[src/rtl/itlb_micro.sv]
// Four-entry fully-associative instruction micro-TLB. Hits and kseg0/kseg1 translate in the
// same cycle; a miss stalls fetch while one lookup goes to tlb_trans, then fills or raises an exception.
module itlb_micro #(
  parameter int ENTRIES = 4,
  parameter int PFN_W   = 20
) (
  input  logic             clk,
  input  logic             rst,
  input  logic             inst_en,
  input  logic [31:0]      inst_vaddr,
  input  logic [7:0]       asid,
  input  logic             flushF,
  input  logic             tlb_wr,
  output logic [PFN_W-1:0] inst_pfn,
  output logic             no_cache_i,
  output logic             hit,
  output logic             stall_req,
  output logic             inst_tlb_refill,
  output logic             inst_tlb_invalid,
  output logic             req_valid,
  output logic [19:0]      req_vpn,
  input  logic             resp_valid,
  input  logic [PFN_W-1:0] resp_pfn,
  input  logic             resp_uncached,
  input  logic             resp_global,
  input  logic             resp_refill,
  input  logic             resp_invalid
);

  localparam int PTR_W = (ENTRIES > 1) ? $clog2(ENTRIES) : 1;

  typedef enum logic [2:0] {
    S_IDLE,
    S_REQ,
    S_WAIT,
    S_FILL,
    S_EXC,
    S_DRAIN
  } state_t;

  state_t               state_q, state_d;
  logic [ENTRIES-1:0]   valid_q, valid_d;
  logic [ENTRIES-1:0]   g_q, g_d;
  logic [ENTRIES-1:0]   unc_q, unc_d;
  logic [19:0]          vpn_q  [ENTRIES];
  logic [19:0]          vpn_d  [ENTRIES];
  logic [7:0]           easid_q [ENTRIES];
  logic [7:0]           easid_d [ENTRIES];
  logic [PFN_W-1:0]     pfn_q  [ENTRIES];
  logic [PFN_W-1:0]     pfn_d  [ENTRIES];
  logic [PTR_W-1:0]     ptr_q, ptr_d;

  // Miss context: address/ASID captured at the miss, response captured in WAIT
  logic [19:0]          mvpn_q, mvpn_d;
  logic [7:0]           masid_q, masid_d;
  logic [PFN_W-1:0]     rpfn_q, rpfn_d;
  logic                 runc_q, runc_d;
  logic                 rg_q, rg_d;
  logic                 rrefill_q, rrefill_d;
  logic                 rinvalid_q, rinvalid_d;

  logic                 unmapped;
  logic                 match;
  logic [PFN_W-1:0]     match_pfn;
  logic                 match_unc;
  logic                 unused_vaddr_lo;

  assign unmapped        = (inst_vaddr[31:30] == 2'b10);
  assign unused_vaddr_lo = ^inst_vaddr[11:0];

  // At most one entry matches, so OR-combining the hit data is exact
  always_comb begin
    match     = 1'b0;
    match_pfn = '0;
    match_unc = 1'b0;
    for (int i = 0; i < ENTRIES; i++) begin
      if (valid_q[i] && (vpn_q[i] == inst_vaddr[31:12]) &&
          (g_q[i] || (easid_q[i] == asid))) begin
        match     = 1'b1;
        match_pfn = match_pfn | pfn_q[i];
        match_unc = match_unc | unc_q[i];
      end
    end
  end

  always_comb begin
    state_d          = state_q;
    valid_d          = valid_q;
    g_d              = g_q;
    unc_d            = unc_q;
    vpn_d            = vpn_q;
    easid_d          = easid_q;
    pfn_d            = pfn_q;
    ptr_d            = ptr_q;
    mvpn_d           = mvpn_q;
    masid_d          = masid_q;
    rpfn_d           = rpfn_q;
    runc_d           = runc_q;
    rg_d             = rg_q;
    rrefill_d        = rrefill_q;
    rinvalid_d       = rinvalid_q;
    inst_pfn         = '0;
    no_cache_i       = 1'b0;
    hit              = 1'b0;
    stall_req        = 1'b0;
    inst_tlb_refill  = 1'b0;
    inst_tlb_invalid = 1'b0;
    req_valid        = 1'b0;
    req_vpn          = '0;

    if (inst_en && unmapped) begin
      hit        = 1'b1;
      inst_pfn   = PFN_W'(inst_vaddr[28:12]);
      no_cache_i = inst_vaddr[29];
    end else if (inst_en && (state_q == S_IDLE) && match) begin
      hit        = 1'b1;
      inst_pfn   = match_pfn;
      no_cache_i = match_unc;
    end

    case (state_q)
      S_IDLE: begin
        if (inst_en && !unmapped && !match) begin
          stall_req = 1'b1;
          mvpn_d    = inst_vaddr[31:12];
          masid_d   = asid;
          state_d   = S_REQ;
        end
      end
      S_REQ: begin
        stall_req = 1'b1;
        if (flushF) begin
          state_d = S_IDLE;
        end else begin
          req_valid = 1'b1;
          req_vpn   = mvpn_q;
          // A TLB write while the lookup is in flight makes its answer stale
          state_d   = tlb_wr ? S_DRAIN : S_WAIT;
        end
      end
      S_WAIT: begin
        stall_req = 1'b1;
        if (resp_valid) begin
          rpfn_d     = resp_pfn;
          runc_d     = resp_uncached;
          rg_d       = resp_global;
          rrefill_d  = resp_refill;
          rinvalid_d = resp_invalid;
          if (flushF || tlb_wr)
            state_d = S_IDLE;
          else if (resp_refill || resp_invalid)
            state_d = S_EXC;
          else
            state_d = S_FILL;
        end else if (flushF || tlb_wr) begin
          state_d = S_DRAIN;
        end
      end
      S_FILL: begin
        stall_req = 1'b1;
        if (!tlb_wr) begin
          for (int i = 0; i < ENTRIES; i++) begin
            if (ptr_q == PTR_W'(i)) begin
              valid_d[i] = 1'b1;
              vpn_d[i]   = mvpn_q;
              easid_d[i] = masid_q;
              g_d[i]     = rg_q;
              pfn_d[i]   = rpfn_q;
              unc_d[i]   = runc_q;
            end
          end
          ptr_d = ptr_q + PTR_W'(1);
        end
        state_d = S_IDLE;
      end
      S_EXC: begin
        inst_tlb_refill  = rrefill_q & ~flushF;
        inst_tlb_invalid = rinvalid_q & ~flushF;
        state_d          = S_IDLE;
      end
      S_DRAIN: begin
        stall_req = 1'b1;
        if (resp_valid)
          state_d = S_IDLE;
      end
      default: state_d = S_IDLE;
    endcase

    if (tlb_wr)
      valid_d = '0;

    if (rst) begin
      inst_pfn         = '0;
      no_cache_i       = 1'b0;
      hit              = 1'b0;
      stall_req        = 1'b0;
      inst_tlb_refill  = 1'b0;
      inst_tlb_invalid = 1'b0;
      req_valid        = 1'b0;
      req_vpn          = '0;
    end
  end

  always_ff @(posedge clk) begin
    if (rst) begin
      state_q <= S_IDLE;
      valid_q <= '0;
      ptr_q   <= '0;
    end else begin
      state_q <= state_d;
      valid_q <= valid_d;
      ptr_q   <= ptr_d;
    end
  end

  always_ff @(posedge clk) begin
    g_q        <= g_d;
    unc_q      <= unc_d;
    vpn_q      <= vpn_d;
    easid_q    <= easid_d;
    pfn_q      <= pfn_d;
    mvpn_q     <= mvpn_d;
    masid_q    <= masid_d;
    rpfn_q     <= rpfn_d;
    runc_q     <= runc_d;
    rg_q       <= rg_d;
    rrefill_q  <= rrefill_d;
    rinvalid_q <= rinvalid_d;
  end

endmodule

[config.mk]
export PLATFORM = sky130hd
export DESIGN_NAME = itlb_micro
export DESIGN_NICKNAME = d
export VERILOG_FILES = /design/src/rtl/itlb_micro.sv
export SDC_FILE = /design/constraint.sdc
export NUM_CORES = 1
export LEC_CHECK = 0
export ABC_AREA = 1
export CAP_MARGIN = 20
export CORE_MARGIN = 10
export CORE_UTILIZATION = 61
export DETAILED_ROUTE_END_ITERATION = 6
export PLACE_DENSITY = 0.87
export SETUP_SLACK_MARGIN = 0.1
export SYNTH_ARGS = -nofsm -noshare
export SYNTH_HDL_FRONTEND = slang
export SYNTH_SLANG_ARGS = --single-unit
[constraint.sdc]
create_clock -name clk -period 10.6 [get_ports clk]
set_input_delay 2.12 -clock clk [delete_from_list [all_inputs] [get_ports clk]]
set_output_delay 2.12 -clock clk [all_outputs]
set_load 0.02 [all_outputs]
# Word level (Yosys, flattened, before mapping)
# Cells that the tools add are included.
[op_classes]
add_sub_neg = 1
eq_ne = 20
muxes = 43
bitwise_logic = 10
reduce_logical = 37
[op_table]
columns = ["operator", "count"]
rows = [
  ["$mux 20", 10],
  ["$eq 20x20->1", 4],
  ["$or 20x20->20", 3],
  ["$eq 8x8->1", 4],
  ["$mux 3", 8],
  ["$mux 1", 23],
  ["$reduce_and 3->1", 5],
  ["$reduce_and 2->1", 7],
  ["$logic_and 1x1->1", 13],
  ["$pmux 3 s4", 1],
  ["$eq 2x2->1 const B", 3],
  ["$eq 3x2->1 const B", 2],
  ["$eq 3x3->1 const B", 2],
  ["$logic_or 1x1->1", 6],
  ["$reduce_or 4->1", 1],
  ["$eq 3x1->1 const B", 1],
  ["$logic_not 3->1", 1],
  ["$ne 3x3->1 const B", 1],
  ["$or 1x1->1", 3],
  ["$add 2x1->2 const B", 1],
  ["$and 1x1->1", 2],
  ["$eq 2x1->1 const B", 1],
  ["$logic_not 1->1", 2],
  ["$logic_not 2->1", 1],
  ["5 further kinds", 6],
]
[word_totals]
register_bits = 261
inputBits = 70
output_inout_bits = 46

# Depth between registers and ports, before layout
[logic_depth]
depth_word = 13
ltp_mapped = 15

# Worst setup path after synthesis
# Ideal clock, no wire load.
[synth_timing]
kind = "input -> output"
from = "in asid[0]"
to = "out inst_pfn[17]"
arrival_ps = 3537
required_ps = 8480
slack_ps = 4943
cell_stages = 12
path_buffers = 2
cell_sequence = "buf_2 > xor2_1 > nor2_1 > nand2_1 > nor2_1 > nor2_1 > nor2_2 > nor2_1 > nand2_2 > nand4_4 > buf_6 > nor2_1"
[synth_between]
elab_chain_len = 13
[synth_lines]
columns = ["item", "line", "rtl"]
rows = [
  ["start: declaration", "11", "input logic [7:0] asid,"],
  ["$eq 8x8->1", "78", "(g_q[i] || (easid_q[i] == asid))) begin"],
  ["$logic_or 1x1->1", "78", ""],
  ["$logic_and 1x1->1", "77", "if (valid_q[i] && (vpn_q[i] == inst_vaddr[31:12]) &&"],
  ["$mux 20", "77", ""],
  ["$or 20x20->20", "80", "match_pfn = match_pfn | pfn_q[i];"],
  ["$mux 20", "77", ""],
  ["$or 20x20->20", "80", ""],
  ["$mux 20", "77", ""],
  ["$or 20x20->20", "80", ""],
  ["$mux 20", "77", ""],
  ["$mux 20 (*)", "115", "end else if (inst_en && (state_q == S_IDLE) && match) begin"],
  ["$mux 20 (*)", "111", "if (inst_en && unmapped) begin"],
  ["$mux 20 (*)", "192", "if (rst) begin"],
  ["end: declaration", "14", "output logic [PFN_W-1:0] inst_pfn,"],
]
# Mark *: on every way between the ends. The rest lies on a longest branch, timed or not.

# Worst setup path in the final report
[layout_timing]
from = "in inst_vaddr[20]"
to = "out no_cache_i"
[layout_between]
elab_chain_len = 13
[layout_lines]
columns = ["item", "line", "rtl"]
rows = [
  ["start: declaration", "10", "input logic [31:0] inst_vaddr,"],
  ["$eq 20x20->1", "77", ""],
  ["$logic_and 1x1->1 (2 in a row)", "77", ""],
  ["$mux 1", "77", ""],
  ["$or 1x1->1", "81", "match_unc = match_unc | unc_q[i];"],
  ["$mux 1", "77", ""],
  ["$or 1x1->1", "81", ""],
  ["$mux 1", "77", ""],
  ["$or 1x1->1", "81", ""],
  ["$mux 1", "77", ""],
  ["$mux 1 (*)", "115", ""],
  ["$mux 1 (*)", "111", ""],
  ["$mux 1 (*)", "192", ""],
  ["end: declaration", "15", "output logic no_cache_i,"],
]
# Marks and branches as above.

==> results by group <==
Layout
  – Commonest cells after routing, fill and taps aside: 339 x nand2_1, 252 x edfxtp_1, 135 x nor2_1
  – Antenna diodes: 0
  – Final Cell Area: 0.01320 mm2
  – Commonest non-fill, non-tap cell in the layout: nand2_1
  – Final layout net count: 1209
  – Fillers: 1136
  – Area Overhead vs Synth: 19.04%
  – Layout cells sized above 1: 0.08854

Yosys
  – Library cells used by synthesis: 28
  – Adder-Cell Fraction of Synth Area: 0.004515
  – Syn Nets: 1085
  – Top cells by area, synth: edfxtp_1 68%, nand2_1 11%, nor2_1 4.8%
  – Complex-gate fraction of the synthesized area: 0.04436
  – Cell Area, Synth: 0.01108 mm2
  – Ys Warns: 0
  – Post-Syn Instances: 1011
  – Largest family of logic cells by synthesized area: simple AND/OR/NAND/NOR gates
  – Synth Area in XOR/XNOR: 0.02370
  – Synth Area in Simple Gates: 0.1758
  – Seq cells post-synth: 261
  – Syn_area_per_cell: 10.96 um2
  – Post-synthesis mux area share: 0
  – Dominant cell type by area after synthesis: edfxtp_1
  – Post-synth top area share: 0.6827
  – Register area share after synthesis: 0.6990

Setup path
  – CP cell instances: clkdlybuf4s50_1, inv_2, nand2_1, nand2_1, nor2_1, nand2_1, nor2_1, nand3_1, nor2_2, buf_4, nor2_1, nand2_2, nand4_4, o22ai_1, clkdlybuf4s50_1
  – Worst Path Required: 8480 ps
  – Critical path's slowest cell: clkdlybuf4s50_1
  – Critical path startpoint category: input pin
  – Reg2Reg Depth: 10
  – Crit path DAT: 5620 ps
  – Setup crit end kind: primary output
  – Worst-path maximum fanout: 22
  – Critical path class: input pin to primary output
  – Max stage delay on crit path: 670 ps

Die
  – Core area: 0.01790 mm2
  – I/O Pins: 116
  – Die ar.: 0.02396 mm2
  – Initial Utilization: 0.6192
  – Die Wd: 154.8 um
  – Num rows: 49
  – Die Ht: 154.8 um

Clock network
  – CTS Buffer Depth: 3
  – Hold_buf cts: 0
  – CTS tree: done
  – Root buffer cell: clkbuf_16
  – Worst-Skew Late Latency: 530 ps
  – TritonCTS Sinks: 261
  – Post-CTS sizing: 0
  – H-tree depth: 1
  – TritonCTS Buffers: 25
  – Post-CTS setup buffer count: 0
  – Clock-pin slew on the worst setup and hold paths: 60 ps

Hold path
  – Worst hold path depth: 2
  – HP Class: register to register

Placement
  – Gp weighted congestion: 0.9068
  – DP Area: 0.01242 mm2
  – IO Port Bufs: 103
  – DP Wirelength: 17100 um
  – Place WS: 2893 ps

STA
  – Clk_skew: 16.39 ps
  – Final worst setup slack: 2858 ps
  – Final TNS setup: 0 ps
  – Fmax: 129.2 MHz
  – Unrepaired setup endpoints after global routing: no
  – Worst-Margin Slew: 1046 ps
  – Final Max Tran Viols: 0
  – Fin crit period: 7742 ps
  – Fin. Hold Viols: 0
  – Tcrit/Tclk final: 0.7304
  – Final setup viols: 0
  – Slew headroom: 0.3009
  – Hold WS: 473.5 ps

Drt
  – Router iterations before antenna repair: 5
  – Antenna Nets Post-Route: 0
  – Avg WL per Cell: 19.14 um
  – Residual DRC: 0
  – Initial DRC count: 885
  – Routed vias/inst: 5.576
  – Vias: 7701
  – Final wirelength: 26440 um

GRT
  – GR Util All Layers: 0.2176
  – Vias in the first global route: 7748
  – First-pass GRT wire length: 41230 um
  – GRT overflow: 0
  – Antenna violations before repair: 1
  – Largest net degree at the start of global routing: 51

Job
  – Max_cap viols: 0

Power and ir drop
  – LEAKAGE: 5.140 nW
  – Worst vdd ir: 0.1448 mV
  – Overall Power: 2.178 mW
  – Power Dens Cells: 165.1 mW/mm2

Status
  – Status: finished clean
[cell families (layout without fill, tap and decap cells)]
logic type	after synthesis	count (layout)
and+or+nand+nor	504	504
AOI/OAI and AO/OA	64	64
adders and majority gates	4	4
xor gates and xnor gates	30	30
DFF	261	261
buffers and inverters	148	289
[sequential cells by signal, indices dropped and copies added, names as in the netlist]
name and flops:
runc_q 1, ptr_q 2, easid_q 32, rrefill_q 1
masid_q 8, unc_q 4, vpn_q 80, rg_q 1
valid_q 4, rinvalid_q 1, g_q 4, state_q 3
rpfn_q 20, mvpn_q 20, pfn_q 80
[cell usage after synthesis]
master	instances
a21oi_1	7
a22o_1	6
a31oi_1	1
buf_2	11
buf_6	2
clkbuf_1	3
dfxtp_1	9
edfxtp_1	252
ha_1	4
inv_1	107
inv_2	25
nand2_1	339
nand2_2	1
nand3_1	12
nand4_1	1
nand4_4	1
nor2_1	141
nor2_2	4
nor3_1	3
o211ai_1	4
o21ai_0	15
o21ai_1	10
o22ai_1	2
o22ai_2	17
o32ai_1	2
or2_2	2
xnor2_1	10
xor2_1	20
[where the power goes]
| part | internal [mW] | switching, mW | total, mW |
|---|---|---|---|
| Sequential | 1.16 | 0.0205 | 1.18 |
| Combinational | 0.0540 | 0.0940 | 0.148 |
| Clock | 0.479 | 0.368 | 0.848 |
[stage by stage]
| step | cells | utilization |
|---|---|---|
| 4_1_cts | 1381 | 0.7371 |
| 3_3_place_gp | 1337 | 0.6939 |
| 2_1_floorplan | 1011 | - |
| 5_1_grt | 1381 | 0.7371 |
| 3_5_place_dp | 1337 | 0.6939 |
| 6_report | 1381 | 0.7371 |
[cell type report]
type,instances,area [um2],area share
flip-flops and latches,261,7747,0.5871
multi-input cells,602,2788,0.2113
repair buffers,113,1106,0.08382
clock buffers,27,633.1,0.04798
inverters,132,495.5,0.03755
well taps,229,286.5,0.02171
clock inverters,17,138.9,0.01053
[layer usage]
metal	part of all wire	track usage	vias to the layer above
met5	0.00030	0	-
met4	0.039	0.09942	2
met3	0.10	0.04770	88
met2	0.49	0.3661	488
met1	0.37	0.2625	3573
li1	-	-	3550
[path summary, 6_finish.rpt]
| check | from | slack (ps) | to |
|---|---|---|---|
| worst min register to register | valid_q[0] | 470 | valid_q[0] |
| worst min-delay path | valid_q[0] | 470 | valid_q[0] |
| worst max register to register | vpn_q[0] | 7960 | mvpn_q[5] |
| worst max-delay path | inst_vaddr[20] | 2860 | no_cache_i |
[worst max-delay path, delay by kind of cell]
kind            cells  cell delay [ps]
simple gates       10             1370
buf+inv             4             1760
compound gates      1              350
Note: power is estimated with default switching activity, not from simulation.
